## src/rtl/scv_rominit_pkg.sv

```systemverilog
// Shared types and constants for the ioctl-to-ROMINIT download bridge.
package scv_rominit_pkg;

    typedef enum logic [1:0] {
        RI_IDLE,
        RI_LOAD,
        RI_PAD,
        RI_DONE
    } rominit_state_t;

    localparam logic [7:0] IDX_BIOS       = 8'd0;
    localparam logic [7:0] IDX_CART       = 8'd1;
    localparam int         CART_MIN_BYTES = 8192;
    localparam int         ADDR_W         = 25;
    localparam int         SIZE_W         = 18;

    function automatic logic idx_valid(input logic [7:0] idx);
        return (idx == IDX_BIOS) || (idx == IDX_CART);
    endfunction

endpackage

```

## src/rtl/scv_rominit_if.sv

```systemverilog
// Host ioctl download port plus the core-facing ROMINIT write bus and status.
interface scv_rominit_if;
    import scv_rominit_pkg::*;

    logic              IOCTL_DOWNLOAD;
    logic [7:0]        IOCTL_INDEX;
    logic [ADDR_W-1:0] IOCTL_ADDR;
    logic [7:0]        IOCTL_DOUT;
    logic              IOCTL_WR;
    logic              IOCTL_WAIT;
    logic              ROMINIT_SEL_BOOT;
    logic              ROMINIT_SEL_CHR;
    logic              ROMINIT_SEL_CART;
    logic              ROMINIT_SEL_APU;
    logic [ADDR_W-1:0] ROMINIT_ADDR;
    logic [7:0]        ROMINIT_DATA;
    logic              ROMINIT_VALID;
    logic [SIZE_W-1:0] CART_BYTES;
    logic              SYS_RESB;

    modport slave (
        input  IOCTL_DOWNLOAD, IOCTL_INDEX, IOCTL_ADDR, IOCTL_DOUT, IOCTL_WR,
        output IOCTL_WAIT, ROMINIT_SEL_BOOT, ROMINIT_SEL_CHR, ROMINIT_SEL_CART,
               ROMINIT_SEL_APU, ROMINIT_ADDR, ROMINIT_DATA, ROMINIT_VALID,
               CART_BYTES, SYS_RESB
    );

    modport master (
        output IOCTL_DOWNLOAD, IOCTL_INDEX, IOCTL_ADDR, IOCTL_DOUT, IOCTL_WR,
        input  IOCTL_WAIT, ROMINIT_SEL_BOOT, ROMINIT_SEL_CHR, ROMINIT_SEL_CART,
               ROMINIT_SEL_APU, ROMINIT_ADDR, ROMINIT_DATA, ROMINIT_VALID,
               CART_BYTES, SYS_RESB
    );

endinterface

```

## src/rtl/scv_rominit_pow2_ceil.sv

```systemverilog
// Combinational round-up of an 18-bit size to the next power of two.
module pow2_ceil
    import scv_rominit_pkg::*;
(
    input  logic [SIZE_W-1:0] value,
    output logic [SIZE_W-1:0] pow2
);

    logic [SIZE_W-1:0] m;

    // Smear the highest set bit of value-1 downward, then step to the next power.
    always_comb begin
        m    = value - SIZE_W'(1);
        m    = m | (m >> 1);
        m    = m | (m >> 2);
        m    = m | (m >> 4);
        m    = m | (m >> 8);
        m    = m | (m >> 16);
        pow2 = m + SIZE_W'(1);
    end

endmodule

```

## src/rtl/scv_rominit.sv

```systemverilog
// Converts the host ioctl download stream into ROMINIT writes, pads short carts
// with 8'hFF up to a power of two and holds the core in reset while loading.
module scv_rominit
    import scv_rominit_pkg::*;
#(
    parameter int BOOT_BYTES = 4096,
    parameter int CHR_BYTES  = 1024,
    parameter int APU_BYTES  = 1024,
    parameter int CART_MAX   = 131072
) (
    input  logic         CLK,
    input  logic         RES,
    scv_rominit_if.slave bus
);

    localparam logic [ADDR_W-1:0] CHR_BASE = ADDR_W'(BOOT_BYTES);
    localparam logic [ADDR_W-1:0] APU_BASE = ADDR_W'(BOOT_BYTES + CHR_BYTES);
    localparam logic [ADDR_W-1:0] BIOS_END = ADDR_W'(BOOT_BYTES + CHR_BYTES + APU_BYTES);
    localparam logic [ADDR_W-1:0] CART_END = ADDR_W'(CART_MAX);
    localparam logic [SIZE_W-1:0] CART_CAP = SIZE_W'(CART_MAX);
    localparam logic [SIZE_W-1:0] CART_MIN = SIZE_W'(CART_MIN_BYTES);

    rominit_state_t    state_q, state_d;
    logic              dl_q;
    logic [7:0]        idx_q;
    logic [SIZE_W-1:0] hwm_q, p_q, pad_addr_q, cart_bytes_q;
    logic              phase_q, bios_ok_q, wait_q, resb_q;

    logic              valid_q, sel_boot_q, sel_chr_q, sel_apu_q, sel_cart_q;
    logic [ADDR_W-1:0] addr_q;
    logic [7:0]        data_q;

    logic              valid_d, sel_boot_d, sel_chr_d, sel_apu_d, sel_cart_d;
    logic [ADDR_W-1:0] addr_d;
    logic [7:0]        data_d;

    logic              rise, fall, start, is_cart, wr_acc, cart_in_range, pad_emit, pad_last;
    logic [SIZE_W-1:0] hwm_floor, pow2, p_calc, addr_plus1, hwm_next;

    assign rise          = bus.IOCTL_DOWNLOAD & ~dl_q;
    assign fall          = ~bus.IOCTL_DOWNLOAD & dl_q;
    assign start         = rise & idx_valid(bus.IOCTL_INDEX);
    assign is_cart       = (idx_q == IDX_CART);
    assign wr_acc        = (state_q == RI_LOAD) & bus.IOCTL_WR & bus.IOCTL_DOWNLOAD;
    assign cart_in_range = (bus.IOCTL_ADDR < CART_END);
    // A new download edge wins over the pending pad write.
    assign pad_emit      = (state_q == RI_PAD) & ~phase_q & ~rise;
    assign pad_last      = (pad_addr_q == p_q - SIZE_W'(1));

    assign addr_plus1    = bus.IOCTL_ADDR[SIZE_W-1:0] + SIZE_W'(1);
    assign hwm_next      = (addr_plus1 > hwm_q) ? addr_plus1 : hwm_q;
    assign hwm_floor     = (hwm_q < CART_MIN) ? CART_MIN : hwm_q;
    assign p_calc        = ((pow2 > CART_CAP) || (pow2 == '0)) ? CART_CAP : pow2;

    pow2_ceil u_pow2 (
        .value (hwm_floor),
        .pow2  (pow2)
    );

    always_ff @(posedge CLK or posedge RES) begin
        if (RES) state_q <= RI_IDLE;
        else     state_q <= state_d;
    end

    always_comb begin
        state_d = state_q;
        case (state_q)
            RI_IDLE: if (start) state_d = RI_LOAD;
            RI_LOAD: begin
                if (fall)
                    state_d = (is_cart && (hwm_q != '0) && (hwm_q < p_calc)) ? RI_PAD : RI_DONE;
            end
            RI_PAD: begin
                if (rise)                       state_d = start ? RI_LOAD : RI_IDLE;
                else if (pad_emit && pad_last) state_d = RI_DONE;
            end
            RI_DONE: state_d = start ? RI_LOAD : RI_IDLE;
            default: state_d = RI_IDLE;
        endcase
    end

    always_comb begin
        valid_d    = 1'b0;
        sel_boot_d = 1'b0;
        sel_chr_d  = 1'b0;
        sel_apu_d  = 1'b0;
        sel_cart_d = 1'b0;
        addr_d     = addr_q;
        data_d     = data_q;
        if (wr_acc) begin
            data_d = bus.IOCTL_DOUT;
            if (is_cart) begin
                if (cart_in_range) begin
                    valid_d = 1'b1; sel_cart_d = 1'b1; addr_d = bus.IOCTL_ADDR;
                end
            end else if (bus.IOCTL_ADDR < CHR_BASE) begin
                valid_d = 1'b1; sel_boot_d = 1'b1; addr_d = bus.IOCTL_ADDR;
            end else if (bus.IOCTL_ADDR < APU_BASE) begin
                valid_d = 1'b1; sel_chr_d = 1'b1; addr_d = bus.IOCTL_ADDR - CHR_BASE;
            end else if (bus.IOCTL_ADDR < BIOS_END) begin
                valid_d = 1'b1; sel_apu_d = 1'b1; addr_d = bus.IOCTL_ADDR - APU_BASE;
            end
        end else if (pad_emit) begin
            valid_d = 1'b1; sel_cart_d = 1'b1;
            addr_d  = ADDR_W'(pad_addr_q);
            data_d  = 8'hFF;
        end
    end

    always_ff @(posedge CLK or posedge RES) begin
        if (RES) begin
            dl_q         <= 1'b0;
            idx_q        <= '0;
            hwm_q        <= '0;
            p_q          <= '0;
            pad_addr_q   <= '0;
            phase_q      <= 1'b0;
            bios_ok_q    <= 1'b0;
            cart_bytes_q <= '0;
            wait_q       <= 1'b1;
            resb_q       <= 1'b0;
        end else begin
            dl_q   <= bus.IOCTL_DOWNLOAD;
            wait_q <= (state_d == RI_PAD);
            if ((state_d == RI_LOAD) && (state_q != RI_LOAD)) begin
                idx_q <= bus.IOCTL_INDEX;
                hwm_q <= '0;
            end else if (wr_acc && is_cart && cart_in_range) begin
                hwm_q <= hwm_next;
            end
            if ((state_q == RI_LOAD) && fall) begin
                p_q        <= (hwm_q == '0) ? '0 : p_calc;
                pad_addr_q <= hwm_q;
                phase_q    <= 1'b0;
            end else if (state_q == RI_PAD) begin
                phase_q <= ~phase_q;
                if (pad_emit) pad_addr_q <= pad_addr_q + SIZE_W'(1);
            end
            if (state_q == RI_DONE) begin
                if (is_cart) cart_bytes_q <= p_q;
                else         bios_ok_q    <= 1'b1;
            end
            // Core reset releases only after a BIOS image has been seen.
            if ((state_d == RI_LOAD) || (state_d == RI_PAD))
                resb_q <= 1'b0;
            else if (state_q == RI_DONE)
                resb_q <= bios_ok_q | ~is_cart;
        end
    end

    always_ff @(posedge CLK or posedge RES) begin
        if (RES) begin
            valid_q    <= 1'b0;
            sel_boot_q <= 1'b0;
            sel_chr_q  <= 1'b0;
            sel_apu_q  <= 1'b0;
            sel_cart_q <= 1'b0;
            addr_q     <= '0;
            data_q     <= '0;
        end else begin
            valid_q    <= valid_d;
            sel_boot_q <= sel_boot_d;
            sel_chr_q  <= sel_chr_d;
            sel_apu_q  <= sel_apu_d;
            sel_cart_q <= sel_cart_d;
            addr_q     <= addr_d;
            data_q     <= data_d;
        end
    end

    assign bus.IOCTL_WAIT       = wait_q;
    assign bus.SYS_RESB         = resb_q;
    assign bus.CART_BYTES       = cart_bytes_q;
    assign bus.ROMINIT_VALID    = valid_q;
    assign bus.ROMINIT_SEL_BOOT = sel_boot_q;
    assign bus.ROMINIT_SEL_CHR  = sel_chr_q;
    assign bus.ROMINIT_SEL_APU  = sel_apu_q;
    assign bus.ROMINIT_SEL_CART = sel_cart_q;
    assign bus.ROMINIT_ADDR     = addr_q;
    assign bus.ROMINIT_DATA     = data_q;

endmodule

```

## src/flat_wrapper.sv

```systemverilog
// flat-port wrapper written by rule: the top's interface ports become plain ports
module scv_rominit_flat import scv_rominit_pkg::*;
#(
    parameter int BOOT_BYTES = 4096,
    parameter int CHR_BYTES  = 1024,
    parameter int APU_BYTES  = 1024,
    parameter int CART_MAX   = 131072
)
  (CLK, RES, bus_IOCTL_DOWNLOAD, bus_IOCTL_INDEX, bus_IOCTL_ADDR, bus_IOCTL_DOUT, bus_IOCTL_WR, bus_IOCTL_WAIT, bus_ROMINIT_SEL_BOOT, bus_ROMINIT_SEL_CHR, bus_ROMINIT_SEL_CART, bus_ROMINIT_SEL_APU, bus_ROMINIT_ADDR, bus_ROMINIT_DATA, bus_ROMINIT_VALID, bus_CART_BYTES, bus_SYS_RESB);
  scv_rominit_if bus_i ();
  input  logic CLK;
  input  logic RES;
  input wire logic [$bits(bus_i.IOCTL_DOWNLOAD)-1:0] bus_IOCTL_DOWNLOAD;
  input wire logic [$bits(bus_i.IOCTL_INDEX)-1:0] bus_IOCTL_INDEX;
  input wire logic [$bits(bus_i.IOCTL_ADDR)-1:0] bus_IOCTL_ADDR;
  input wire logic [$bits(bus_i.IOCTL_DOUT)-1:0] bus_IOCTL_DOUT;
  input wire logic [$bits(bus_i.IOCTL_WR)-1:0] bus_IOCTL_WR;
  output wire logic [$bits(bus_i.IOCTL_WAIT)-1:0] bus_IOCTL_WAIT;
  output wire logic [$bits(bus_i.ROMINIT_SEL_BOOT)-1:0] bus_ROMINIT_SEL_BOOT;
  output wire logic [$bits(bus_i.ROMINIT_SEL_CHR)-1:0] bus_ROMINIT_SEL_CHR;
  output wire logic [$bits(bus_i.ROMINIT_SEL_CART)-1:0] bus_ROMINIT_SEL_CART;
  output wire logic [$bits(bus_i.ROMINIT_SEL_APU)-1:0] bus_ROMINIT_SEL_APU;
  output wire logic [$bits(bus_i.ROMINIT_ADDR)-1:0] bus_ROMINIT_ADDR;
  output wire logic [$bits(bus_i.ROMINIT_DATA)-1:0] bus_ROMINIT_DATA;
  output wire logic [$bits(bus_i.ROMINIT_VALID)-1:0] bus_ROMINIT_VALID;
  output wire logic [$bits(bus_i.CART_BYTES)-1:0] bus_CART_BYTES;
  output wire logic [$bits(bus_i.SYS_RESB)-1:0] bus_SYS_RESB;
  assign bus_i.IOCTL_DOWNLOAD = bus_IOCTL_DOWNLOAD;
  assign bus_i.IOCTL_INDEX = bus_IOCTL_INDEX;
  assign bus_i.IOCTL_ADDR = bus_IOCTL_ADDR;
  assign bus_i.IOCTL_DOUT = bus_IOCTL_DOUT;
  assign bus_i.IOCTL_WR = bus_IOCTL_WR;
  assign bus_IOCTL_WAIT = bus_i.IOCTL_WAIT;
  assign bus_ROMINIT_SEL_BOOT = bus_i.ROMINIT_SEL_BOOT;
  assign bus_ROMINIT_SEL_CHR = bus_i.ROMINIT_SEL_CHR;
  assign bus_ROMINIT_SEL_CART = bus_i.ROMINIT_SEL_CART;
  assign bus_ROMINIT_SEL_APU = bus_i.ROMINIT_SEL_APU;
  assign bus_ROMINIT_ADDR = bus_i.ROMINIT_ADDR;
  assign bus_ROMINIT_DATA = bus_i.ROMINIT_DATA;
  assign bus_ROMINIT_VALID = bus_i.ROMINIT_VALID;
  assign bus_CART_BYTES = bus_i.CART_BYTES;
  assign bus_SYS_RESB = bus_i.SYS_RESB;
  scv_rominit #(.BOOT_BYTES(BOOT_BYTES), .CHR_BYTES(CHR_BYTES), .APU_BYTES(APU_BYTES), .CART_MAX(CART_MAX)) u_core (.CLK(CLK), .RES(RES), .bus(bus_i));
endmodule
```

## config.mk

```make
export PLATFORM = sky130hd
export DESIGN_NAME = scv_rominit_flat
export DESIGN_NICKNAME = d
export VERILOG_FILES = /design/src/rtl/scv_rominit_pkg.sv /design/src/rtl/scv_rominit_if.sv /design/src/rtl/scv_rominit_pow2_ceil.sv /design/src/rtl/scv_rominit.sv /design/src/flat_wrapper.sv
export SDC_FILE = /design/constraint.sdc
export NUM_CORES = 1
export LEC_CHECK = 0
export ABC_AREA = 1
export CORE_MARGIN = 8
export CORE_UTILIZATION = 45
export CTS_BUF_LIST = sky130_fd_sc_hd__clkbuf_8
export CTS_CLUSTER_SIZE = 28
export DETAILED_ROUTE_END_ITERATION = 8
export GPL_TIMING_DRIVEN = 0
export PLACE_DENSITY_LB_ADDON = 0.1
export SLEW_MARGIN = 25
export SYNTH_ARGS = -nofsm -noshare
export SYNTH_HDL_FRONTEND = slang
export SYNTH_SLANG_ARGS = --single-unit
```

## constraint.sdc

```tcl
create_clock -name CLK -period 4.4 [get_ports CLK]
set_input_delay 0.88 -clock CLK [delete_from_list [all_inputs] [get_ports CLK]]
set_output_delay 0.88 -clock CLK [all_outputs]
set_load 0.02 [all_outputs]
```

After elaboration in Yosys (flattened, before gate mapping)
Cells that the tools add are included.
{"block": "classes", "addsub": 7, "n_mul": 0, "div": 0, "n_lt_le_gt_ge": 8, "n_eq_ne": 11, "shift": 0, "mux": 49, "n_bitwise": 18, "reduce_logical": 26}
{"op": "$mux W25", "n": 7}
{"op": "$mux W18", "n": 9}
{"op": "$lt A25 B13 Y1 const B", "n": 3}
{"op": "$add A18 B1 Y18 const B", "n": 3}
{"op": "$sub A25 B13 Y25 const B", "n": 2}
{"op": "$logic_not A18 Y1", "n": 2}
{"op": "$sub A18 B1 Y18 const B", "n": 2}
{"op": "$mux W1", "n": 26}
{"op": "$lt A25 B18 Y1 const B", "n": 1}
{"op": "$eq A18 B18 Y1", "n": 1}
{"op": "$gt A18 B18 Y1", "n": 1}
{"op": "$gt A18 B18 Y1 const B", "n": 1}
{"op": "$lt A18 B14 Y1 const B", "n": 1}
{"op": "$lt A18 B18 Y1", "n": 1}
{"op": "$or A18 B10 Y18", "n": 1}
{"op": "$or A18 B14 Y18", "n": 1}
{"op": "$or A18 B16 Y18", "n": 1}
{"op": "$or A18 B17 Y18", "n": 1}
{"op": "$or A18 B2 Y18", "n": 1}
{"op": "$reduce_bool A18 Y1", "n": 1}
{"op": "$eq A8 B1 Y1 const B", "n": 2}
{"op": "$mux W8", "n": 2}
{"op": "$reduce_bool A2 Y1", "n": 6}
{"op": "$logic_not A8 Y1", "n": 1}
{"op": "15 further kinds", "n": 42}
{"block": "word_totals", "register_bits": 125, "latchBits": 0, "mem_bits_rw": 0, "rom_bits": 0, "input_bits": 45, "out_inout_bits": 58, "elab_cells": 137, "mem_count": 0}

Logic depth before layout (Yosys ltp)
Gate-level depths: netlist (run 1).
{"block": "logic_depth", "ltp_word": 21, "mapped_depth": 32, "mapped_depth_nobuf": 30}

Hierarchy
Synthesis (run 1) repeated with hierarchy kept, for this count alone.
{"block": "unflattened", "hier_cells": 1256, "area_unflattened_um2": 8891.0}
{"module": "scv_rominit", "instances": 1, "cells_per_inst": 1050, "area_per_inst_um2": 7797.5, "seq_area_each_um2": 3129.3}
{"module": "pow2_ceil", "instances": 1, "cells_per_inst": 206, "area_per_inst_um2": 1093.5, "seq_area_each_um2": 0.0}

Least setup slack after synthesis (run 1)
OpenSTA, ideal clock, no wires.
{"block": "synth_timing", "path_kind": "register to register", "from": "reg u_core.hwm_q[14]", "to": "reg u_core.hwm_q[0]", "setup_time_ns": 0.084, "arrival_time_ns": 3.694, "t_required_ns": 4.316, "slack_ns": 0.622, "path_stages_with_launch": 31, "path_buffers": 2, "period_less_slack_ns": 3.778, "path_cell_list": "dfrtp_1 nor2_4 nand3_4 buf_6 nand2_1 ha_1 nand2_1 nor2_2 nand2_1 nand2_1 nand3_2 nor2_4 nand3_1 nand2_2 nand2_1 ha_1 nand2_1 o21ai_0 nand4_1 nand4_1 nor2_1 nand4_1 nand2_1 nand3_1 nand2_1 inv_1 ha_1 o21ai_1 nand2_1 buf_2 o22ai_1"}
{"block": "synth_between", "elab_chain_len": 21, "elab_cells_between_ends": 27, "cone_classes": "add/sub: 2; order compare: 4; eq/ne: 1; mux: 6; bitwise: 5; reduce/logical: 9"}
{"item": "start: declaration", "line_no": "scv_rominit.sv:26", "source": "logic [SIZE_W-1:0] hwm_q, p_q, pad_addr_q, cart_bytes_q;"}
{"item": "start signal: assignment", "line_no": "scv_rominit.sv:129", "source": "hwm_q <= hwm_next;"}
{"item": "$lt A18 B14 Y1", "line_no": "scv_rominit.sv:52", "source": "assign hwm_floor = (hwm_q < CART_MIN) ? CART_MIN : hwm_q;"}
{"item": "$mux W18", "line_no": "scv_rominit.sv:52"}
{"item": "$sub A18 B1 Y18", "line_no": "scv_rominit_pow2_ceil.sv:13", "source": "m = value - SIZE_W'(1);"}
{"item": "$or A18 B17 Y18", "line_no": "scv_rominit_pow2_ceil.sv:14", "source": "m = m | (m >> 1);"}
{"item": "$or A18 B16 Y18", "line_no": "scv_rominit_pow2_ceil.sv:15", "source": "m = m | (m >> 2);"}
{"item": "$or A18 B14 Y18", "line_no": "scv_rominit_pow2_ceil.sv:16", "source": "m = m | (m >> 4);"}
{"item": "$or A18 B10 Y18", "line_no": "scv_rominit_pow2_ceil.sv:17", "source": "m = m | (m >> 8);"}
{"item": "$or A18 B2 Y18", "line_no": "scv_rominit_pow2_ceil.sv:18", "source": "m = m | (m >> 16);"}
{"item": "(+6 left out)"}
{"item": "$mux W1 *", "line_no": "scv_rominit.sv:71", "source": "state_d = (is_cart && (hwm_q != '0) && (hwm_q < p_calc)) ? RI_PAD : RI_DONE;"}
{"item": "$mux W2 *", "line_no": "scv_rominit.sv:70", "source": "if (fall)"}
{"item": "$pmux W2 S4 *", "line_no": "scv_rominit.sv:67", "source": "case (state_q)"}
{"item": "via u_core.state_d[0]", "line_no": "scv_rominit.sv:23", "source": "rominit_state_t state_q, state_d;"}
{"item": "$eq A2 B1 Y1 *", "line_no": "scv_rominit.sv:125", "source": "if ((state_d == RI_LOAD) && (state_q != RI_LOAD)) begin"}
{"item": "$logic_and A1 B1 Y1 *", "line_no": "scv_rominit.sv:125"}
{"item": "$reduce_bool A2 Y1 (no line)"}
{"item": "$reduce_and A2 Y1 (no line)"}
Mark *: on every way through the listed nets, which the timed path passes. The rest lies on a longest branch.
A chain may end at the register's enable or synchronous reset.

Worst setup path in the final report (run 1)
{"block": "layout_timing", "from": "reg u_core.hwm_q[16]", "to": "reg u_core.idx_q[2]"}
{"block": "layout_between", "elab_chain_len": 19, "elab_cells_between_ends": 22, "cone_classes": "add/sub: 2; order compare: 3; eq/ne: 1; mux: 5; bitwise: 5; reduce/logical: 6"}
{"item": "$lt A18 B14 Y1", "line_no": "scv_rominit.sv:52"}
{"item": "$mux W18", "line_no": "scv_rominit.sv:52"}
{"item": "$sub A18 B1 Y18", "line_no": "scv_rominit_pow2_ceil.sv:13"}
{"item": "$or A18 B17 Y18", "line_no": "scv_rominit_pow2_ceil.sv:14"}
{"item": "$or A18 B16 Y18", "line_no": "scv_rominit_pow2_ceil.sv:15"}
{"item": "$or A18 B14 Y18", "line_no": "scv_rominit_pow2_ceil.sv:16"}
{"item": "$or A18 B10 Y18", "line_no": "scv_rominit_pow2_ceil.sv:17"}
{"item": "$or A18 B2 Y18", "line_no": "scv_rominit_pow2_ceil.sv:18"}
{"item": "(+4 left out)"}
{"item": "$lt A18 B18 Y1", "line_no": "scv_rominit.sv:71"}
{"item": "$logic_and A1 B1 Y1 *", "line_no": "scv_rominit.sv:71"}
{"item": "$mux W1 *", "line_no": "scv_rominit.sv:71"}
{"item": "$mux W2 *", "line_no": "scv_rominit.sv:70"}
{"item": "$pmux W2 S4 *", "line_no": "scv_rominit.sv:67"}
{"item": "via u_core.state_d[0]", "line_no": "scv_rominit.sv:23"}
{"item": "$eq A2 B1 Y1 *", "line_no": "scv_rominit.sv:125"}
{"item": "$logic_and A1 B1 Y1 *", "line_no": "scv_rominit.sv:125"}
{"item": "end signal: assignment", "line_no": "scv_rominit.sv:126", "source": "idx_q <= bus.IOCTL_INDEX;"}
{"item": "end: declaration", "line_no": "scv_rominit.sv:25", "source": "logic [7:0] idx_q;"}
Marked as above.

==> impl_results.md, run 1 <==
* Number of placed I/O pins at 103
* Root buffer cell: clkbuf_8
* Fillers at 1,716
* Layout cells sized above 1 at 8.541%
* Fin nets at 1,320
* Die footprint at 22,600 µm²
* Reg-to-reg endpoint: u_core.idx_q[2]
* Yosys cell types at 50
* First-pass GRT wire length at 38.53 mm
* Wire length per cell at 16.69 µm
* Maxcap violations at 0
* Core box area at 17,840 µm²
* Synthesized flop and latch total at 125
* Fin crit period at 4.152 ns
* Mapped Area at 8120 µm²
* Initial DRT Pass Iterations at 5
* Overflow after GRT at 0
* CP endpoint: u_core.idx_q[2]
* Most common cell after layout, fill and taps aside: nand2_1
* EDFF count, synth at 0
* Origin of the critical flop-to-flop path: u_core.hwm_q[16]
* Ys flop type: dfrtp_1
* HP Start: u_core.bus.CART_BYTES[3]
* Setup-failing EPs final at 0
* Largest net degree at the start of global routing at 96
* Endpoints failing hold at 0
* Critical path arrival at 4.53 ns
* Cells after Synth at 1,097
* Register-to-Register Setup Slack at 0.25 ns
* Ranking of synthesized cells by area: dfrtp_1, nand2_1, ha_1, inv_1, nor2_1
* Asr flop ratio synth at 100.0%
* Sequential fraction of the synthesis area at 38.54%
* Worst-path clk slew at 0.08 ns
* Antenna-violating nets left at 0
* Startpoint Class: flip-flop
* Port-buffer cells at 101
* Antenna cells at 0
* Routability cong. at 0.9415
* Crit end category: flip-flop
* Reg2Reg Depth at 27
* Die Width at 150.3 µm
* Fin Clk Skew at 0.01012 ns
* Via Count at 7,727
* Drt total wl at 24.53 mm
* Worst setup startpoint: u_core.hwm_q[16]
* Post-Syn Area per Cell at 7.402 µm²
* Max Freq at 0.2408 GHz
* Final Max Tran Viols at 0
* Total Routing Usage GR at 21.92%
* Final worst path period share at 94.37%
* Dpl hpwl at 19.25 mm
* Relative slew slack at 50.80%
* Design Area, Final at 10,010 µm²
* Final Util at 56.10%
* Initial antenna violation count at 0
* Maximum fanout along the worst path at 10
* Slew @ Worst Pin at 0.7379 ns
* Row cnt at 49
* Vias per cell at 5.256
* Area delta synth->final at 23.25%
* Lkg Pwr at 4.968 nW
* Most frequent cells in the layout: nand2_1, inv_1, nor2_1
* H-tree levels at 4
* CP required at 4.78 ns
* DR iter-0 viols at 421
* Peak VDD IR at 0.3948 mV
* Clk_lat worst skew at 0.47 ns
* Synth warnings at 0
* Status: finished, final reports clean
* Instance area after placement at 9475 µm²
* Die Height at 150.3 µm
* CTS Buffer Depth at 2
* Total chip power at 5.395 mW
* Number of global-route vias before repair at 7,428
* Yosys top cell by area: dfrtp_1
* Crit Path Category: flip-flop to flip-flop
* Initial core utilization at 45.52%
* Clock sink count at 125
* Worst Hold Class: flip-flop to flip-flop
* Power per cell area at 539.0 nW/µm²
* CTS tree: done
* Post-synth top area share at 38.21%
* DRC viols at 0
* CTS buffer count at 17
repair_timing:
item	CTS	global route
resized for setup	4	24
endpoints found under the setup margin	26	26
hold buffers	0	0
pin swaps	0	2
buffers inserted	0	4
cloned	0	1
cell type report:
| cell class | instances | area [µm²] | area share (%) |
|---|---|---|---|
| Buffer | 23 | 111.4 | 1.113 |
| Inverter | 156 | 595.6 | 5.951 |
| Clock inverter | 14 | 171.4 | 1.713 |
| Timing Repair Buffer | 106 | 1071 | 10.70 |
| Clock buffer | 18 | 247.7 | 2.475 |
| Tap cell | 229 | 286.5 | 2.863 |
| Multi-Input combinational cell | 799 | 4390 | 43.87 |
| Sequential cell | 125 | 3134 | 31.32 |
registers in the layout, indices dropped and copies added (netlist names):
name                         cells
u_core.bus.ROMINIT_SEL_CHR       1
u_core.bus.CART_BYTES           18
u_core.bus.SYS_RESB              1
u_core.pad_addr_q               18
u_core.dl_q                      1
u_core.bus.ROMINIT_SEL_BOOT      1
u_core.bus.ROMINIT_ADDR         25
u_core.bus.ROMINIT_DATA          8
u_core.bios_ok_q                 1
u_core.idx_q                     8
u_core.bus.IOCTL_WAIT            1
u_core.bus.ROMINIT_VALID         1
u_core.hwm_q                    18
u_core.p_q                      18
u_core.bus.ROMINIT_SEL_APU       1
u_core.phase_q                   1
u_core.state_q                   2
u_core.bus.ROMINIT_SEL_CART      1
stage by stage:
stage,hold slack [ns],setup TNS (ns),worst slack (ns),cells
floorplan,0.4432,0,0.1941,1103
global placement,0.4611,-240.55,-1.869,1433
detailed placement,0.4619,-9.647,-0.6584,1434
CTS,0.4871,0,0.05269,1465
global route,0.5142,-0.06784,-0.03551,1470
finish,0.4830,0,0.2478,1470
worst min-delay path by stage:
stage	end	slack [ns]	cells after the start
final	u_core.bus.CART_BYTES[3]	0.48	2
after global routing	u_core.bios_ok_q	0.51	1
after CTS	u_core.bios_ok_q	0.49	1
after detailed placement	u_core.bios_ok_q	0.46	1
after global placement	u_core.bios_ok_q	0.46	1
after floorplan	u_core.bios_ok_q	0.44	1
worst max-delay path, stage by stage, from the launching register on:
cell and delay (ns):
dfrtp_2 0.47, nor2_4 0.14, nand3_4 0.13, buf_6 0.18, nand2_1 0.06, ha_1 0.17, nand2_1 0.10, nor2_4 0.13
nand2_1 0.06, nand2_1 0.09, nand3_2 0.12, o21ai_1 0.15, nand3_1 0.17, ha_1 0.32, nand2_1 0.04, inv_1 0.08
nand3_1 0.11, nor3_4 0.25, o2111ai_2 0.17, nand4_1 0.13, nand2_1 0.05, nand3_1 0.08, nand2_1 0.07, inv_1 0.08
ha_1 0.19, o21ai_4 0.14, buf_4 0.20, o21ai_0 0.16
routing by layer:
metal  vias up  GRT usage [%]  wire [µm]  share of wire, %
met2       201          35.47      11630                47
met5         -              0          0                 0
met1      3618          29.01      11070                45
li1       3872              -          -                 -
met4         0          7.196        470               1.9
met3        36          4.028       1359               5.5
cell families after synthesis:
family | after synthesis | synth area share (%)
simple gates | 526 | 28.21
mux | 1 | 0.1387
xor+xnor | 43 | 4.638
compound gates | 174 | 12.59
fa+ha+maj | 47 | 7.242
other cells | 1 | 0.04618
buf+inv | 180 | 8.598
flops | 125 | 38.54
Yosys cell counts, drive strengths merged (2+ instances only):
| cell | n |
|---|---|
| a31oi | 11 |
| nor4 | 7 |
| xnor2 | 7 |
| or2 | 2 |
| clkbuf | 14 |
| inv | 155 |
| nand4 | 23 |
| nand3b | 2 |
| o21ai | 73 |
| nor2 | 140 |
| a21oi | 42 |
| o221ai | 10 |
| dfrtp | 124 |
| o22ai | 20 |
| o211ai | 7 |
| nor3 | 19 |
| nand2 | 265 |
| ha | 47 |
| nand3 | 64 |
| o21bai | 3 |
| nor3b | 3 |
| o2111ai | 2 |
| buf | 10 |
| xor2 | 36 |
where the power goes:
group / internal [mW] / switching [mW] / leakage (nW)
clock: 0.543 / 0.546 / 0.212
combinational: 0.987 / 1.48 / 3.14
sequential: 1.51 / 0.325 / 1.62
Power figures use the tool's default switching activity.
==> run 2: changes to the inputs <==
Settings changed: CTS_CLUSTER_DIAMETER set to 100.
==> results of run 2 <==
No change in the layout: final DEF, timing and power equal those of run 1.
